<file path="config.mk">
export PLATFORM = sky130hd
export DESIGN_NAME = bottleneck_const_func
export DESIGN_NICKNAME = d
export VERILOG_FILES = /design/src/rtl/bottleneck_const_func.sv
export SDC_FILE = /design/constraint.sdc
export NUM_CORES = 1
export LEC_CHECK = 0
export CORE_MARGIN = 2
export CORE_UTILIZATION = 50
export CTS_CLUSTER_SIZE = 30
export DETAILED_ROUTE_END_ITERATION = 10
export PLACE_DENSITY = 0.68
export SETUP_SLACK_MARGIN = 0.2
export SYNTH_ARGS = -nofsm -noshare
export SYNTH_HDL_FRONTEND = slang
export SYNTH_SLANG_ARGS = --single-unit
</file>
<file path="constraint.sdc">
create_clock -name clk -period 10.4 [get_ports clk]
set_clock_uncertainty 0.1 [all_clocks]
set_input_delay 2.08 -clock clk [delete_from_list [all_inputs] [get_ports clk]]
set_output_delay 2.08 -clock clk [all_outputs]
set_load 0.01 [all_outputs]
</file>
<file path="src/rtl/bottleneck_const_func.sv">
// Streaming MobileNetV3 bottleneck with channel-indexed constant weights:
// expand -> ReLU6 -> depthwise (centre tap) -> project -> residual, 4-cycle latency.
module bottleneck_const_func #(
  parameter int N               = 16,
  parameter int Q               = 8,
  parameter int IN_CHANNELS     = 16,
  parameter int OUT_CHANNELS    = 16,
  parameter int EXPAND_CHANNELS = 16,
  parameter int FEATURE_SIZE    = 112,
  parameter int KERNEL_SIZE     = 3,
  parameter int STRIDE          = 1,
  parameter int PADDING         = 1,
  parameter int FLUSH_CYCLES    = 16
) (
  input  logic                            clk,
  input  logic                            rst,
  input  logic                            en,
  input  logic [N-1:0]                    data_in,
  input  logic [$clog2(IN_CHANNELS)-1:0]  channel_in,
  input  logic                            valid_in,
  output logic [N-1:0]                    data_out,
  output logic [$clog2(OUT_CHANNELS)-1:0] channel_out,
  output logic                            valid_out,
  output logic                            done
);

  localparam int CI_W   = $clog2(IN_CHANNELS);
  localparam int CO_W   = $clog2(OUT_CHANNELS);
  localparam int FRAME  = FEATURE_SIZE * FEATURE_SIZE * IN_CHANNELS;
  localparam int CNT_W  = $clog2(FRAME + 1);
  localparam int IDLE_W = $clog2(FLUSH_CYCLES + 1);
  localparam bit RES_EN = (STRIDE == 1) && (IN_CHANNELS == OUT_CHANNELS);

  localparam logic signed [N-1:0]   ONE    = N'(1 << Q);
  localparam logic signed [N-1:0]   HALF   = N'(1 << (Q - 1));
  localparam logic signed [N-1:0]   SIX    = N'(6 << Q);
  localparam logic signed [N-1:0]   MAX_N  = {1'b0, {(N-1){1'b1}}};
  localparam logic signed [N-1:0]   MIN_N  = {1'b1, {(N-1){1'b0}}};
  localparam logic signed [2*N-1:0] MAX_2N = {{(N+1){1'b0}}, {(N-1){1'b1}}};
  localparam logic signed [2*N-1:0] MIN_2N = {{(N+1){1'b1}}, {(N-1){1'b0}}};

  // Layout-only parameters have no datapath effect; reject nonsensical values early.
  if ((KERNEL_SIZE % 2) == 0 || EXPAND_CHANNELS < 1 || PADDING < 0) begin : g_param_err
    $error("bottleneck_const_func: invalid layout parameters");
  end

  function automatic logic signed [N-1:0] sat_n(input logic signed [2*N-1:0] v);
    if (v > MAX_2N)      return MAX_N;
    else if (v < MIN_2N) return MIN_N;
    else                 return v[N-1:0];
  endfunction

  function automatic logic signed [N-1:0] mult(input logic signed [N-1:0] a,
                                               input logic signed [N-1:0] w);
    logic signed [2*N-1:0] prod;
    prod = (a * w) >>> Q;
    return sat_n(prod);
  endfunction

  function automatic logic signed [N-1:0] expand_w(input logic [CI_W-1:0] c);
    int w;
    w = (1 << Q) + (int'(c) << (Q - 4));
    return w[N-1:0];
  endfunction

  // Stage registers; x/channel ride alongside for the residual add.
  logic signed [N-1:0] x0_q, x1_q, x2_q, x3_q;
  logic [CI_W-1:0]     c0_q, c1_q, c2_q, c3_q;
  logic                v0_q, v1_q, v2_q, v3_q;
  logic signed [N-1:0] e_q, r_q, d_q;
  logic signed [N-1:0] e_d, r_d, d_d, p_d, y_d;

  logic [N-1:0]        data_out_q;
  logic [CO_W-1:0]     channel_out_q;
  logic                valid_out_q, done_q;

  logic [CNT_W-1:0]    in_cnt_q, in_cnt_d, out_cnt_q, out_cnt_d;
  logic [IDLE_W-1:0]   idle_cnt_q, idle_cnt_d;
  logic                done_d, accept, pipe_empty, frame_last, flush_hit;

  always_comb begin
    logic signed [2*N-1:0] p_w, x_w;
    e_d = mult(x0_q, expand_w(c0_q));
    if (e_q < 0)        r_d = '0;
    else if (e_q > SIX) r_d = SIX;
    else                r_d = e_q;
    d_d = mult(r_q, ONE);
    p_d = mult(d_q, HALF);
    p_w = p_d;
    x_w = x3_q;
    y_d = RES_EN ? sat_n(p_w + x_w) : p_d;
  end

  // Flush counts only idle enabled cycles after traffic has drained; an accept always wins.
  always_comb begin
    accept     = en && valid_in;
    pipe_empty = !(v0_q || v1_q || v2_q || v3_q);
    frame_last = v3_q && (out_cnt_q == CNT_W'(FRAME - 1));
    flush_hit  = !accept && (in_cnt_q != '0) && pipe_empty &&
                 (idle_cnt_q == IDLE_W'(FLUSH_CYCLES - 1));
    done_d     = frame_last || flush_hit;
    in_cnt_d   = in_cnt_q;
    out_cnt_d  = out_cnt_q;
    idle_cnt_d = '0;
    if (done_d) begin
      in_cnt_d  = accept ? CNT_W'(1) : '0;
      out_cnt_d = '0;
    end else begin
      if (accept) in_cnt_d  = in_cnt_q + CNT_W'(1);
      if (v3_q)   out_cnt_d = out_cnt_q + CNT_W'(1);
      if (!accept && (in_cnt_q != '0) && pipe_empty) idle_cnt_d = idle_cnt_q + IDLE_W'(1);
    end
  end

  always_ff @(posedge clk) begin
    if (!rst) begin
      x0_q <= '0; x1_q <= '0; x2_q <= '0; x3_q <= '0;
      c0_q <= '0; c1_q <= '0; c2_q <= '0; c3_q <= '0;
      v0_q <= 1'b0; v1_q <= 1'b0; v2_q <= 1'b0; v3_q <= 1'b0;
      e_q <= '0; r_q <= '0; d_q <= '0;
      data_out_q    <= '0;
      channel_out_q <= '0;
      valid_out_q   <= 1'b0;
      done_q        <= 1'b0;
      in_cnt_q      <= '0;
      out_cnt_q     <= '0;
      idle_cnt_q    <= '0;
    end else if (en) begin
      x0_q <= data_in;  c0_q <= channel_in; v0_q <= valid_in;
      x1_q <= x0_q;     c1_q <= c0_q;       v1_q <= v0_q;  e_q <= e_d;
      x2_q <= x1_q;     c2_q <= c1_q;       v2_q <= v1_q;  r_q <= r_d;
      x3_q <= x2_q;     c3_q <= c2_q;       v3_q <= v2_q;  d_q <= d_d;
      if (v3_q) begin
        data_out_q    <= y_d;
        channel_out_q <= CO_W'(int'(c3_q) % OUT_CHANNELS);
      end
      valid_out_q <= v3_q;
      done_q      <= done_d;
      in_cnt_q    <= in_cnt_d;
      out_cnt_q   <= out_cnt_d;
      idle_cnt_q  <= idle_cnt_d;
    end else begin
      valid_out_q <= 1'b0;
      done_q      <= 1'b0;
    end
  end

  assign data_out    = data_out_q;
  assign channel_out = channel_out_q;
  assign valid_out   = valid_out_q;
  assign done        = done_q;

endmodule

</file>
# Yosys cells after proc, flatten, opt, wreduce, memory -nomap -nowiden
# Cells that the tools add are included.
[word_totals]
elab_cells = 75
register_bits = 195
input_bits = 24
output_inout_bits = 22
[op_classes]
n_eq_ne = 2
n_lt_le_gt_ge = 10
n_reduce_logical = 18
muxes = 17
n_addsub = 5
mul = 1
[ops]
columns = ["op", "count"]
rows = [
  ["two-way mux 16 bit", 10],
  ["two-way mux 18 bit", 4],
  ["adder 18 x 1 -> 18 bit, second input constant", 2],
  ["multiplier 16 x 11 -> 27 bit", 1],
  ["greater-than comparator 19 x 16 -> 1 bit, second input constant", 1],
  ["< comparator 19 x 16 -> 1 bit, second input constant", 1],
  ["== test 18 bit, second input constant", 1],
  ["nonzero test 18 bit", 1],
  ["adder 16 x 16 -> 17 bit", 1],
  ["greater-than comparator 17 x 16 -> 1 bit, second input constant", 1],
  ["< comparator 17 x 16 -> 1 bit, second input constant", 1],
  ["greater-than comparator 15 x 16 -> 1 bit, second input constant", 1],
  ["greater-than comparator 16 x 12 -> 1 bit, second input constant", 1],
  ["greater-than comparator 16 bit, second input constant", 1],
  ["< comparator 15 x 16 -> 1 bit, second input constant", 1],
  ["< comparator 16 x 1 -> 1 bit, second input constant", 1],
  ["< comparator 16 bit, second input constant", 1],
  ["adder 9 x 8 -> 10 bit, first input constant", 1],
  ["two-way mux 5 bit", 2],
  ["AND reduction 2 bit", 4],
  ["adder 5 x 1 -> 5 bit, second input constant", 1],
  ["== test 5 x 4 -> 1 bit, second input constant", 1],
  ["logical AND 1 bit", 5],
  ["logical OR 1 bit", 4],
  ["other kinds (3)", 5],
]

# Longest topological paths before layout
# Gate-level depths: netlist of the first run.
[logic_depth]
ltp_word = 9
mapped_depth = 20

# Worst setup path before layout of the first run
# Ideal clock, no wire load.
[synth_timing]
path_kind = "reg-to-reg"
start = "reg c0_q[1]"
end = "reg e_q[1]"
setup_ns = 0.086
required_time_ns = 10.214
t_arrival_ns = 5.074
slack_ns = 5.140
stages_incl_launch_ff = 19
period_less_slack_ns = 5.260
cell_sequence = "dfxtp_1 -> clkbuf_1 -> and2_1 -> fa_1 -> ha_1 -> inv_1 -> fa_1 -> inv_1 -> fa_1 -> ha_1 -> inv_1 -> fa_1 -> nand2b_1 -> a21o_1 -> a211o_1 -> nand3_1 -> or3b_4 -> or4_4 -> a221oi_2"
[synth_via]
elab_chain_cells = 5
elab_cells_between_ends = 6
classes_between = "add/sub: 1; mul: 1; order compare: 2; mux: 2"
[synth_rtl]
columns = ["item", "line", "rtl"]
rows = [
  ["start: declaration", "68", "logic [CI_W-1:0] c0_q, c1_q, c2_q, c3_q;"],
  ["start signal: assignment", "129", "x0_q <= data_in; c0_q <= channel_in; v0_q <= valid_in;"],
  ["adder 9 x 8 -> 10 bit *", "62", "w = (1 << Q) + (int'(c) << (Q - 4));"],
  ["multiplier 16 x 11 -> 27 bit *", "56", "prod = (a * w) >>> Q;"],
  ["< comparator 19 x 16 -> 1 bit", "49", "else if (v < MIN_2N) return MIN_N;"],
  ["two-way mux 16 bit", "49", ""],
  ["two-way mux 16 bit *", "48", "if (v > MAX_2N) return MAX_N;"],
  ["end signal: assignment", "120", "e_q <= '0; r_q <= '0; d_q <= '0;"],
  ["end signal: assignment", "130", "x1_q <= x0_q; c1_q <= c0_q; v1_q <= v0_q; e_q <= e_d;"],
  ["end: declaration", "70", "logic signed [N-1:0] e_q, r_q, d_q;"],
]
# Every way passes the cells marked *; elsewhere a longest branch is shown, timed or not.
# A chain may end at the register's enable or synchronous reset.

# Final worst setup path of the first run
[layout_timing]
start = "reg c0_q[3]"
end = "reg e_q[2]"
# Same word-level chain as after synthesis.

==> impl_metrics.csv, run 1 <==
group,metric,value,unit
critical_path,worstSetupStartpoint,"c0_q[3]",
power,irDropWorstVdd,0.08521,mV
critical_path,critPathRequiredTime,10.64,ns
logic_synthesis,synthCells,1174,
place,dpl.hpwl,16170,um
logic_synthesis,synth_compound_gate_area_share,13.25,%
critical_path,reg2reg_slack,4.62,ns
floorplanning,rows,55,
logic_synthesis,ys.flop_type,"dfxtp_1",
critical_path,crit_family,"adder cells",
timing,fin_crit_sh,55.61,%
power,p_int,1.170,mW
grt,grt_usage,19.33,%
route,routedWlPerCell,15.15,um
cts,clkLatencyLatePin,0.44,ns
timing,maxSlewViolCount,0,
timing,finalSetupViolCount,0,
logic_synthesis,yosys_warnings,0,
floorplanning,initial_core_util,50.89,%
route,ant_nets,0,
critical_path,crit_arrival,6.03,ns
hold_path,hold_path_class,"reg2reg",
timing,hold_viol,0,
critical_path,crit_type,"reg2reg",
power,seq_power_share,47.4,%
logic_synthesis,synth.avg_cell_area,9.815,um2
final_layout,num-fill-cells,1962,
logic_synthesis,synth-adder-area-share,19.18,%
floorplanning,core,0.02264,mm2
power,power_density,128.7,mW/mm2
power,p_sw_share,28.59,%
power,p_clk_share,40.5,%
grt,grt-ovfl-total,0,
critical_path,cpMaxStageDelayCell,"dfxtp_1",
route,drc,0,
critical_path,crit_chain,"and2_1 -> fa_1 -> ha_1 -> inv_1 -> fa_1 -> inv_1 -> fa_1 -> ha_1 -> inv_1 -> fa_1 -> nand2b_1 -> a21o_1 -> a211o_1 -> nand2_1 -> o221ai_2 -> xnor2_2 -> nand2_1 -> a311oi_1",
critical_path,crit_fanout,18,
cts,numCtsBuffers,17,
logic_synthesis,synthMuxAreaShare,8.513,%
timing,worst_pin_slew,0.9530,ns
route,viasPerCell,5.464,
logic_synthesis,synth_top_family_by_area,"adder cells",
timing,rsz0062_at_grt,"no",
cts,path_clk_slew,0.07,ns
floorplanning,fp.dieW,155.8,um
logic_synthesis,synth_nets,1344,
hold_path,min_from,"idle_cnt_q[4]",
logic_synthesis,postSynth.asyncResetShare,0,%
power,switching_power,0.4686,mW
place,io_buffer_count,45,
route,routed_wirelength,22550,um
critical_path,crit_buf_inv,3,
final_layout,area_growth,10.54,%
floorplanning,io_pins,46,
grt,grt_pass1_vias,7979,
final_layout,final_layout_size_suffix_gt1_share,6.983,%
cts,cts_resized,0,
critical_path,crit_path_frequent_cell,"fa_1",
floorplanning,die_y,155.8,um
logic_synthesis,synth_edf_count,0,
final_layout,nets,1360,
cts,holdBufCountCts,0,
route,via_count,8130,
critical_path,timing.rr.start,"c0_q[3]",
timing,setup-tns-final,0,ns
timing,relSlewSlack,36.47,%
run,maxCapViolations,0,
cts,cts_tree,"yes",
power,p_total,1.639,mW
cts,clock_sinks,191,
route,drt_pass1_iterations,6,
logic_synthesis,syn_area,0.01152,mm2
place,finalWeightedCongestion,0.8001,
cts,cts_setup_buffers,0,
logic_synthesis,synth-xor-area-share,3.258,%
power,combPwrFrac,12.1,%
timing,fmax,0.1729,GHz
floorplanning,die_area,0.02428,mm2
logic_synthesis,synth-seq-cells,191,
power,p_leak,5.504,nW
critical_path,slowest_delay,0.66,ns
status,status,"finished, final reports clean",
cts,cts_root_buf,"clkbuf_16",
final_layout,final_common_cell,"dfxtp_1",
final_layout,layout_common_cells,"191 x dfxtp_1, 109 x nor2b_1, 98 x mux2i_1",
logic_synthesis,synth-simple-area-share,19.00,%
logic_synthesis,yosysUniqueCellTypes,81,
route,drtIter0Drc,378,
cts,clockBufferDepth,2,
critical_path,crit_path_end_kind,"flip-flop",
logic_synthesis,ys_seq_area_share,33.18,%
timing,fin_crit,5.783,ns
final_layout,diodes,0,
grt,grt_antenna_before_repair,0,
critical_path,worst_setup_path_start_kind,"flip-flop",
grt,grt_pass1_wl,38580,um
grt,grt_max_degree,89,
cts,htreeDepth,4,
-- cell type report --
type	instances	area [um2]	area share, %
well taps	285	356.6	2.800
repair buffers	50	486.7	3.821
clock buffers	18	439.2	3.448
clock inverters	14	161.4	1.267
multi-input cells	880	7282	57.17
inverters	50	187.7	1.473
flip-flops and latches	191	3824	30.02
-- state kept, by name, indices dropped and copies added (netlist names), 4 cells and up --
signal and flops:
x2_q 16, d_q 14, x1_q 16, data_out 16
c0_q 4, c1_q 4, channel_out 4, idle_cnt_q 5
r_q 14, x0_q 16, c3_q 4, e_q 16
in_cnt_q 18, out_cnt_q 18, x3_q 16, c2_q 4
-- power by group through the flow --
stage | sequential, mW | clock, mW | combinational (mW)
floorplan | 0.781 | 0 | 0.163
global placement | 0.793 | 0 | 0.196
detailed placement | 0.794 | 0 | 0.198
CTS | 0.777 | 0.679 | 0.199
global route | 0.780 | 0.705 | 0.223
finish | 0.776 | 0.664 | 0.198
-- cells in the mapped netlist (all sizes together), types with 18 or more instances --
master / n / area (um2)
dfxtp: 191 / 3824
nor2b: 110 / 695.7
mux2i: 98 / 980.9
ha: 95 / 1189
nand2: 69 / 259.0
and2: 67 / 420.4
nor2: 55 / 206.5
a21oi: 54 / 274.0
fa: 51 / 1021
inv: 50 / 187.7
clkbuf: 42 / 158.9
o21ai: 36 / 183.9
xnor2: 21 / 191.4
xor2: 21 / 183.9
nand3: 20 / 100.1
a311oi: 18 / 220.2
nor3: 18 / 90.09
-- tightest hold or removal path, cell delays in order, from the launching register on --
cell and delay, ns:
dfxtp_1 0.34, nand2_1 0.05, o21ai_0 0.05
-- cells by family (layout without fill, tap and decap cells) --
| kind of cell | after synthesis | after routing |
|---|---|---|
| buffers and inverters | 103 | 132 |
| flip-flops | 191 | 191 |
| adder cells (fa/ha/maj) | 146 | 146 |
| multiplexers | 98 | 98 |
| AO/OA/AOI/OAI | 199 | 199 |
| XOR/XNOR | 42 | 42 |
| AND/OR/NAND/NOR | 395 | 395 |
-- final timing paths --
kind                        end  depth (start not counted)
hold / removal    idle_cnt_q[4]                          2
setup reg to reg         e_q[2]                         18
setup / recovery         e_q[2]                         18
hold reg to reg   idle_cnt_q[4]                          2
-- metal layers --
layer | up-vias | GRT usage [%] | share of wire, % | wire (um)
met5 | - | 0 | 0 | 0
met4 | 0 | 4.281 | 0.86 | 194
met3 | 16 | 3.417 | 2.7 | 607
met2 | 95 | 31.39 | 44 | 9936
met1 | 3865 | 27.02 | 52 | 11810
li1 | 4154 | - | - | -
-- through the flow --
stage	setup WS (ns)	util, %	hold slack (ns)	area [um2]	instances
4_1_cts	4.594	56.26	0.3627	12740	1488
6_report	4.617	56.26	0.3641	12740	1488
2_1_floorplan	5.140	-	0.3250	11520	1174
5_1_grt	4.215	56.26	0.3780	12740	1488
3_5_place_dp	4.626	53.61	0.3417	12140	1456
3_3_place_gp	4.708	53.61	0.3348	12140	1456
No activity file was read; power rests on OpenSTA's default activity.
==> run 2: changes to the inputs <==
PLACE_DENSITY = 0.7   (was 0.68)
clock period = 4.7 ns   (was 10.4 ns; I/O delays follow)
==> impl_metrics.csv, run 2 (synthesis results as in run 1) <==
group,metric,value,unit
cts,numCtsBuffers,17,
route,drt_pass1_iterations,4,
critical_path,crit_fanout,8,
timing,finalSetupViolCount,16,
route,routed_wirelength,25740,um
grt,grt_pass1_wl,42190,um
power,irDropWorstVdd,0.2293,mV
grt,grt_max_degree,79,
cts,clkLatencyLatePin,0.44,ns
final_layout,nets,1449,
final_layout,stdcell_area,0.01388,mm2
grt,grt-ovfl-total,0,
final_layout,final_layout_size_suffix_gt1_share,17.51,%
critical_path,crit_type,"reg2reg",
critical_path,critPathRequiredTime,4.94,ns
place,io_buffer_count,45,
power,combPwrFrac,16.7,%
grt,grt_usage,21.48,%
cts,cts_tree,"yes",
hold_path,hold_path_class,"reg2reg",
critical_path,worst_setup_path_start_kind,"flip-flop",
floorplanning,io_pins,46,
place,dp_slack,-0.5011,ns
status,status,"finished, violations left",
place,dpl.hpwl,18310,um
timing,hold-worst-slack,0.3583,ns
place,finalWeightedCongestion,0.8456,
route,viasPerCell,5.518,
power,p_sw_share,27.99,%
timing,hold_viol,0,
floorplanning,fp.dieW,155.8,um
route,routedWlPerCell,16.33,um
timing,setup-tns-final,-7.062,ns
final_layout,reg.largest.list,"in_cnt_q x18, out_cnt_q x18",
cts,clock_sinks,191,
cts,htreeDepth,4,
timing,worst_pin_slew,1.056,ns
timing,relSlewSlack,29.59,%
route,via_count,8696,
cts,cts_root_buf,"clkbuf_16",
final_layout,area_growth,20.43,%
timing,fin_crit,5.195,ns
timing,timing.final.ws_setup,-0.4947,ns
route,drc,0,
power,power_density,268.2,mW/mm2
cts,holdBufCountCts,0,
timing,maxSlewViolCount,0,
floorplanning,initial_core_util,50.89,%
route,ant_nets,0,
route,drtIter0Drc,521,
floorplanning,core,0.02264,mm2
place,dpl_cell_area,0.01294,mm2
power,p_leak,5.951,nW
cts,clockBufferDepth,2,
floorplanning,die_y,155.8,um
power,p_clk_share,37.5,%
timing,fin_crit_sh,110.5,%
final_layout,layout.cells.non_filler,1576,
critical_path,crit_arrival,5.43,ns
grt,grt_pass1_vias,8459,
final_layout,diodes,0,
power,seq_power_share,45.8,%
timing,fmax,0.1925,GHz
power,p_int,2.680,mW
place,dp_cells,1538,
grt,grt_antenna_before_repair,1,
final_layout,layout_common_cells,"187 x dfxtp_1, 109 x nor2b_1, 98 x mux2i_1",
status,violations,"negative setup slack",
power,switching_power,1.042,mW
floorplanning,rows,55,
final_layout,final_common_cell,"dfxtp_1",
critical_path,crit_path_end_kind,"flip-flop",
timing,rsz0062_at_grt,"yes",
floorplanning,die_area,0.02428,mm2
run,maxCapViolations,0,
cts,path_clk_slew,0.08,ns
-- run 2: cell count changes in the layout (fill, tap and decap cells not counted), moves of 3 or more --
cell	delta
and2_1	-8
and2_4	+7
buf_12	+4
buf_4	+78
buf_6	+5
dfxtp_1	-4
dfxtp_4	+3
ha_1	-27
ha_2	+4
ha_4	+23
-- run 2: what timing repair did --
item / CTS / global route
gates cloned: 0 / 1
resized for setup: 19 / 33
setup endpoints to repair: 16 / 16
buffers inserted: 1 / 5
pin swaps: 0 / 12
-- run 2: final timing paths --
kind	endpoint	cells after the start	from	slack [ns]
min	idle_cnt_q[4]	2	idle_cnt_q[4]	0.36
max	e_q[7]	17	c0_q[1]	-0.49
min reg2reg	idle_cnt_q[4]	2	idle_cnt_q[4]	0.36
max reg2reg	e_q[7]	17	c0_q[1]	-0.49
-- run 2: power by group through the flow --
stage	logic (mW)	clock network (mW)	registers, mW
after detailed placement	0.560	0	1.74
after global routing	0.683	1.50	1.71
after floorplan	0.386	0	1.73
final	0.621	1.40	1.70
after global placement	0.551	0	1.74
after CTS	0.579	1.43	1.71
-- run 2: worst max-delay path, stage by stage (launching register included) --
cell and delay (ns):
dfxtp_4 0.38, buf_6 0.14, and2_4 0.14, fa_1 0.57
ha_4 0.21, fa_1 0.51, fa_1 0.61, ha_4 0.22
ha_4 0.24, o21a_1 0.18, and4_4 0.20, a211oi_4 0.28
o221ai_2 0.15, o211a_4 0.29, nor4_4 0.31, o31ai_4 0.11
buf_12 0.19, a311oi_2 0.24
-- run 2: metrics by stage --
stage | power [mW] | util, %
after floorplan | 2.115 | -
after CTS | 3.710 | 60.10
final | 3.722 | 61.29
after global routing | 3.892 | 61.29
after global placement | 2.294 | 57.17
after detailed placement | 2.304 | 57.17
-- run 2: per-layer routing --
metal	track usage, %	vias to the layer above	routed length, um	share of wire [%]
met5	0	-	0	0
met4	6.640	0	563	2.2
met3	2.917	35	913	3.5
met2	35.76	170	12060	47
met1	29.09	4163	12200	47
li1	-	4328	-	-
-- run 2: layout make-up --
cell class              instances  area (um2)
well taps                     285       356.6
clock inverters                13       123.9
inverters                      50       187.7
flip-flops and latches        191        3836
fillers                      1860        8765
clock buffers                  18       439.2
multi-input cells             880        7684
repair buffers                139        1249
==> run 3: changes to the inputs <==
GPL_TIMING_DRIVEN = 0   (was unset)
==> impl_metrics.csv, run 3 (synthesis results as in run 1) <==
group,metric,value,unit
status,status,"finished, violations left",
status,violations,"negative setup slack",
place,io_buffer_count,43,
final_layout,final_common_cell,"dfxtp_1",
timing,hold-worst-slack,0.3570,ns
cts,numCtsBuffers,17,
critical_path,worstSetupStartpoint,"c0_q[1]",
floorplanning,die_y,155.8,um
critical_path,crit_arrival,5.57,ns
floorplanning,core,0.02264,mm2
route,drt_pass1_iterations,5,
critical_path,crit_family,"adder cells",
power,power_density,273.0,mW/mm2
critical_path,crit_path_end_kind,"flip-flop",
hold_path,min_from,"idle_cnt_q[4]",
route,via_count,8739,
grt,grt.busiest_layer,"met2",
timing,worst_pin_slew,0.8476,ns
final_layout,layout.cells.non_filler,1556,
grt,grt_antenna_before_repair,2,
timing,fin_crit,5.327,ns
cts,htreeDepth,4,
critical_path,crit_type,"reg2reg",
power,p_total,3.720,mW
timing,timing.final.ws_setup,-0.6273,ns
timing,relSlewSlack,43.49,%
final_layout,area_growth,18.25,%
timing,maxSlewViolCount,0,
grt,grt_pass1_wl,44270,um
place,dpl.hpwl,19850,um
grt,met1_usage,32.00,%
timing,fmax,0.1877,GHz
final_layout,final_layout_size_suffix_gt1_share,13.22,%
floorplanning,die_area,0.02428,mm2
final_layout,nets,1429,
cts,clockBufferDepth,2,
cts,clkLatencyLatePin,0.43,ns
grt,grt_pass1_vias,8518,
run,maxCapViolations,0,
floorplanning,initial_core_util,50.89,%
cts,clock_sinks,191,
final_layout,diodes,0,
timing,finalSetupViolCount,16,
critical_path,crit_fanout,5,
critical_path,cpMaxStageDelayCell,"or4_4",
cts,path_clk_slew,0.07,ns
critical_path,worst_setup_path_start_kind,"flip-flop",
route,routed_wirelength,27150,um
route,drtIter0Drc,462,
final_layout,layout_common_cells,"184 x dfxtp_1, 109 x nor2b_1, 98 x mux2i_1",
place,dp_cells,1502,
grt,grt_max_degree,18,
floorplanning,io_pins,46,
critical_path,crit_buf_inv,4,
grt,grt_usage,22.96,%
route,ant_nets,0,
critical_path,critPathRequiredTime,4.94,ns
cts,cts_root_buf,"clkbuf_16",
grt,global_route.usage.met3,3.306,%
route,viasPerCell,5.616,
cts,cts_tree,"yes",
final_layout,reg.largest.list,"in_cnt_q x18, out_cnt_q x18",
power,p_leak,5.689,nW
critical_path,slowest_delay,0.59,ns
floorplanning,fp.dieW,155.8,um
timing,setup-tns-final,-8.439,ns
route,drc,0,
timing,hold_viol,0,
critical_path,timing.rr.start,"c0_q[1]",
hold_path,hold_path_class,"reg2reg",
grt,grt-ovfl-total,0,
floorplanning,rows,55,
timing,rsz0062_at_grt,"yes",
timing,fin_crit_sh,113.3,%
cts,holdBufCountCts,0,
place,finalWeightedCongestion,0.8449,
route,routedWlPerCell,17.45,um
critical_path,crit_chain,"buf_8 -> and2_4 -> fa_1 -> ha_1 -> inv_2 -> fa_1 -> inv_2 -> fa_1 -> ha_4 -> inv_2 -> fa_2 -> nand2b_4 -> a21o_1 -> a211o_1 -> nand3_1 -> or3b_4 -> or4_4 -> a221oi_2",
grt,use_met2,37.51,%
power,irDropWorstVdd,0.2361,mV
==> run 3: metrics by stage <==
step                      utilization [%]  area (um2)  worst slack (ns)
after global routing                60.18       13630           -0.7906
after CTS                           58.94       13350           -0.6025
final                               60.18       13630           -0.6273
after floorplan                         -       11690           -0.2239
after global placement              55.12       12480           -0.7979
after detailed placement            55.12       12480           -0.8283
==> run 3: timing repair <==
action | in CTS | in global routing
endpoints found under the setup margin | 16 | 16
cloned | 2 | 1
buffers inserted | 11 | 9
pin swaps | 14 | 34
resized for setup | 31 | 32
==> run 3: worst paths after layout <==
check	endpoint	slack (ns)	cells past startpoint
worst max-delay path	e_q[1]	-0.63	18
worst min-delay path	idle_cnt_q[4]	0.36	2
worst max register to register	e_q[1]	-0.63	18
worst min register to register	idle_cnt_q[4]	0.36	2
==> run 3: layout make-up <==
class | instances | area, um2
clock buffers | 21 | 470.5
fillers | 1861 | 9015
clock inverters | 10 | 98.84
well taps | 285 | 356.6
repair buffers | 66 | 639.4
plain buffers | 53 | 275.3
inverters | 50 | 187.7
multi-input cells | 880 | 7757
flip-flops and latches | 191 | 3840
==> run 3: power by group <==
group / internal (mW) / leakage (nW) / switching [mW]
Combinational: 0.277 / 3.87 / 0.310
Sequential: 1.66 / 1.55 / 0.0556
Clock: 0.738 / 0.271 / 0.676
==> run 3: tightest hold or removal path, stage by stage (launching register included) <==
cell and delay (ns):
dfxtp_1 0.33, nand2_1 0.04, o21ai_0 0.05
==> run 3: per-layer routing <==
layer | up-vias | share of wire [%] | routed length (um)
met5 | - | 0 | 0
met4 | 0 | 1.3 | 359
met3 | 26 | 3.6 | 976
met2 | 176 | 47 | 12860
met1 | 4242 | 48 | 12950
li1 | 4295 | - | -
==> RTL edit 1: new RTL, flow settings as in run 3 <==
Set the parameter `Q` to 4 (it was 8).
--- a/src/rtl/bottleneck_const_func.sv
+++ b/src/rtl/bottleneck_const_func.sv
@@ -4,3 +4,3 @@
   parameter int N               = 16,
-  parameter int Q               = 8,
+  parameter int Q               = 4,
   parameter int IN_CHANNELS     = 16,
Check against the original RTL: not equivalent (Yosys sat finds a counterexample within 10 cycles, from zero or initial values and one cycle with rst low).
==> RTL edit 1 against run 3 <==
Synthesized area shrank 3.0%. Routed wire length shrank 3.2%. Synthesized cell count grew 0.85%. Worst setup slack gained 640 ps. Largest cell class unchanged. Sequential cell count is the same. Sequential power is essentially flat. Final area shrank 2.1%. Via count shrank 2.4%. Combinational power shrank 8.5%. Total power grew 2.7%. Cell count grew 0.77%. Global-route usage shrank 0.49 points.
==> RTL edit 1: results (changes against run 3) <==
- Status: complete, no violations (was complete, but fails checks)
- IO Port Bufs: 43 (unchanged)
- Initial antenna violation count: 0 (was 2)
- First-pass GRT wire length: 43.1 mm (was 44.3 mm)
- Asr flop ratio synth: 0 (unchanged)
- Hold Path Sink: r_q[9] (was idle_cnt_q[4])
- Root buffer cell: clkbuf_16 (unchanged)
- CTS Buf Count: 17 (unchanged)
- Synth unique cells: 71 (was 81)
- Filler Cell Count: 1865 (was 1861)
- Worst skew pair latency: 440 ps
- Worst-path fanout max: 6 (was 5)
- Final min period: 4690 ps (was 5330 ps)
- Fin cells: 1568 (was 1556)
- Synth top area cells: dfxtp_1, mux2i_1, fa_1 (was dfxtp_1, ha_1, fa_1)
- GP Congestion: 0.832 (was 0.845)
- Reg2reg start: c0_q[2] (was c0_q[1])
- Slew HR: 0.435 (about the same)
- Min-delay src: r_q[9] (was idle_cnt_q[4])
- Worst hold path depth: 1 (was 2)
- Drt pass-1 iters: 5 (unchanged)
- R2R setup slack: 10 ps (was -630 ps)
- Clock Path Buffers: 2 (unchanged)
- GRT Util Overall: 0.225 (was 0.230)
- Worst endpoint data arrival time: 4900 ps (was 5570 ps)
- Worst vdd ir: 0.249 mV (was 0.236 mV)
- Placed insts: 1507 (was 1502)
- Share of layout cells above drive strength 1: 0.146 (was 0.132)
- R2r endpoint: e_q[6] (was e_q[1])
- Routed via count: 8525 (was 8739)
- Seq/Total Area, Yosys: 0.342 (was 0.332)
- Ys Warns: 0 (unchanged)
- Fin. Hold Viols: 0 (unchanged)
- Area Overhead vs Synth: 19.3% (was 18.3%)
- Worst reg2reg path depth: 18 (unchanged)
- DRT Wirelength: 26.3 mm (was 27.1 mm)
- Worst hold path class: flop to flop (unchanged)
- Pin count of the biggest net entering global routing: 18 (unchanged)
- Htree depth: 4 (unchanged)
- Most used DFF post-synth: dfxtp_1 (unchanged)
- Leakage power: 0.00553 µW (was 0.00569 µW)
- Ant diodes: 0 (unchanged)
- Nets: 1407 (was 1429)
- Int Power: 2830 µW (was 2680 µW)
- Post-synth top cells: dfxtp_1, nor2b_1, mux2i_1, inv_1 (was dfxtp_1, nor2b_1, mux2i_1, ha_1, nand2_1)
- Gate Count Post-Synth: 1184 (was 1174)
- Starting DRT DRC Count: 364 (was 462)
- Vias in the first global route: 8348 (was 8518)
- Hpwl dp: 18.7 mm (was 19.9 mm)
- Top flop regs: in_cnt_q: 18 flops, out_cnt_q: 18 flops (unchanged)
- Syn nets: 1316 (was 1344)
- CTS clock-pin slew for the worst setup and hold paths: 70 ps (about the same)
- Worst slack, placed: -354 ps (was -828 ps)
RTL edit 1: final cells by class:
class / count / share of cell area
Inverter: 72 / 0.0203
Clock buffer: 18 / 0.0322
Buffer: 58 / 0.0221
Sequential cell: 191 / 0.289
Timing Repair Buffer: 72 / 0.0501
Tap cell: 280 / 0.0263
Clock inverter: 14 / 0.0156
Multi-Input combinational cell: 863 / 0.544
RTL edit 1: worst max-delay path, stage by stage, from the launching register on:
cell and delay [ps]:
dfxtp_4 380, clkbuf_8 160, and2_4 140, fa_1 540, ha_4 210, fa_1 530, inv_1 50, fa_1 530
inv_2 50, ha_4 210, o21a_1 190, a21oi_4 190, a2bb2oi_4 210, nand4_1 150, a21oi_2 230, mux2i_2 110
o31ai_4 310, buf_6 180, o22ai_2 80
RTL edit 1: how the worst max path moves through the flow:
stage            start  endpoint
3_3_place_gp   c0_q[3]    e_q[4]
3_5_place_dp   c0_q[3]    e_q[4]
4_1_cts        c0_q[1]   e_q[14]
6_report       c0_q[2]    e_q[6]
2_1_floorplan  c0_q[3]    e_q[4]
5_1_grt        c0_q[3]    e_q[6]
RTL edit 1: routing by layer:
metal	vias to the layer above	routed length (µm)	track usage	share of wire
met5	-	0	0	0
li1	4272	-	-	-
met2	138	12400	0.366	0.47
met4	0	497	0.0638	0.019
met3	35	715	0.0324	0.027
met1	4080	12700	0.313	0.48
RTL edit 1: metrics by stage:
stage               power (µW)  hold slack [ps]  cell area, µm²
global placement          2180              343           12100
detailed placement        2190              343           12100
CTS                       3810              364           13200
finish                    3820              368           13300
floorplan                 2060              330           11300
global route              3970              383           13300
RTL edit 1: power by group through the flow:
| stage | Combinational [µW] | Sequential [µW] | Clock, µW |
|---|---|---|---|
| after global routing | 589 | 1720 | 1660 |
| final | 537 | 1720 | 1570 |
| after global placement | 429 | 1750 | 0 |
| after detailed placement | 438 | 1750 | 0 |
| after CTS | 511 | 1710 | 1590 |
| after floorplan | 335 | 1730 | 0 |
RTL edit 1: repair_timing:
action                                  4_1_cts  5_1_grt
pin swaps                                    57       17
cloned                                        4        1
endpoints found under the setup margin       16       16
setup buffers                                20        4
resized for setup                            66       26
RTL edit 1: cells by family after synthesis:
logic type | count (synthesis) | share of synthesized area
compound gates | 214 | 0.136
xor+xnor | 38 | 0.0304
fa+ha+maj | 108 | 0.154
buf+inv | 130 | 0.0473
flops | 191 | 0.342
mux | 100 | 0.0895
simple gates | 403 | 0.201
==> RTL edit 2: new RTL, flow settings as in run 3 <==
Made on the original files. Put one more register stage on the output `data_out`, cleared by the reset. The value now appears one clock later. The other outputs are not delayed to match.
--- a/src/rtl/bottleneck_const_func.sv
+++ b/src/rtl/bottleneck_const_func.sv
@@ -147,3 +147,9 @@
 
-  assign data_out    = data_out_q;
+  always_ff @(posedge clk) begin
+    if (!rst) begin
+      data_out <= '0;
+    end else begin
+      data_out <= data_out_q;
+    end
+  end
   assign channel_out = channel_out_q;
Formal check against the unedited RTL: no difference found for any inputs over 4 cycles, from zero or initial values and one cycle with rst low; that may be too few to reach the edited logic, so the function may still have changed.
==> RTL edit 2 against run 3 <==
The run still ends with setup timing left. Worst setup slack improved by 51 ps. Final area rose by 8.6%. Hold slack got worse by 3.6 ps. Total power increased by 14%. Sequential cell count grew 16. Routed wire length is 6.3% higher. Die area is 4.0% higher. Synthesized area grew 4.1%. Sequential power grew 8%. Fmax increased by 0.96%. Largest power group unchanged. Highest routed layer unchanged.
==> RTL edit 2: results (changes against run 3) <==
- Status: complete, but fails checks (unchanged)
- Failing checks: setup timing (unchanged)
- CTS Buf Count: 22 (was 17)
- GRT Util Overall: 0.224 (was 0.230)
- Setup violations, final: 16 (unchanged)
- Syn nets: 1414 (was 1344)
- Worst hold path depth: 1 (was 2)
- Hpwl dp: 20.5 mm (was 19.9 mm)
- R2r endpoint: e_q[10] (was e_q[1])
- Met2 WL: 13.6 mm (was 12.9 mm)
- Placed insts: 1607 (was 1502)
- Slew HR: 0.246 (was 0.435)
- IO Port Bufs: 44 (was 43)
- Grt met3 use: 0.0248 (was 0.0331)
- Nets: 1526 (was 1429)
- Gates resized, CTS repair: 82 (was 31)
- Vias in the first global route: 9094 (was 8518)
- Starting DRT DRC Count: 599 (was 462)
- Hold Path Sink: data_out[14] (was idle_cnt_q[4])
- Met1 GRT Util: 0.307 (was 0.320)
- Worst slack, placed: -869 ps (was -828 ps)
- Clock Path Buffers: 3 (was 2)
- Compound-Gate Fraction of Synth Area: 0.138 (was 0.132)
- Largest family of logic cells by synthesized area: simple AND/OR/NAND/NOR gates (was adder cells)
- Worst endpoint data arrival time: 5600 ps (was 5570 ps)
- Largest delay contributor family on the critical path: adder cells (unchanged)
- Mux contribution to synthesized area: 0.0835 (was 0.0851)
- M1 WL: 13.6 mm (was 12.9 mm)
- Synth unique cells: 75 (was 81)
- Xor/xnor cell area share of the yosys netlist: 0.0205 (was 0.0326)
- Synth top area cells: dfxtp_1, ha_1, fa_1 (unchanged)
- GP Congestion: 0.838 (was 0.845)
- DRT Wirelength: 28.9 mm (was 27.1 mm)
- Worst-case hold slack: 353 ps (was 357 ps)
- Met3 wire len: 1.04 mm (was 976 µm)
- Post-synthesis adder-cell area fraction: 0.184 (was 0.192)
- Worst skew pair latency: 500 ps (was 430 ps)
- Pin count of the biggest net entering global routing: 14 (was 18)
- Post-synth top cells: dfxtp_1, mux2i_1, nor2b_1, ha_1, nor2_1 (was dfxtp_1, nor2b_1, mux2i_1, ha_1, nand2_1)
- DR WL/cell: 17.1 µm (was 17.4 µm)
- Min-delay src: data_out_q[14] (was idle_cnt_q[4])
- Placed Area: 13200 µm² (was 12500 µm²)
- Filler Cell Count: 1885 (was 1861)
- Vias per cell: 5.51 (was 5.62)
- Htree depth: 1 (was 4)
- GRT met2 Usage: 0.379 (was 0.375)
- Worst path slowest cell: fa_1 (was or4_4)
- Seq/Total Area, Yosys: 0.346 (was 0.332)
- First-pass GRT wire length: 46.7 mm (was 44.3 mm)
- Number of setup buffers added after CTS: 34 (was 11)
- Gate Count Post-Synth: 1244 (was 1174)
- Leakage power: 0.00617 µW (was 0.00569 µW)
- Worst-path fanout max: 6 (was 5)
- Slack of the critical path: -577 ps (was -627 ps)
- Share of layout cells above drive strength 1: 0.157 (was 0.132)
- Setup TNS Final: -8250 ps (was -8440 ps)
- Initial antenna violation count: 0 (was 2)
==> RTL edit 2: worst max-delay path by stage <==
| stage | from | to | slack (ps) | cells after the start |
|---|---|---|---|---|
| final | c0_q[3] | e_q[10] | -580 | 18 |
| after global routing | c0_q[3] | e_q[10] | -750 | 18 |
| after CTS | c0_q[3] | e_q[9] | -440 | 21 |
| after floorplan | c0_q[1] | e_q[10] | -260 | 19 |
| after global placement | x0_q[15] | e_q[13] | -820 | 18 |
| after detailed placement | x0_q[15] | e_q[13] | -870 | 18 |
==> RTL edit 2: area by class of cell <==
type,instances,area (µm²),share of cell area
plain buffers,57,317,0.0214
well taps,319,399,0.0270
multi-input cells,934,8190,0.553
repair buffers,88,861,0.0582
inverters,46,173,0.0117
clock inverters,7,42.5,0.00287
flip-flops and latches,207,4170,0.282
clock buffers,31,646,0.0436
==> RTL edit 2: where the power goes <==
group          internal [µW]  switching, µW  leakage (µW)
combinational            362            367       0.00414
clock                    957            681      0.000345
sequential              1800           58.3       0.00168
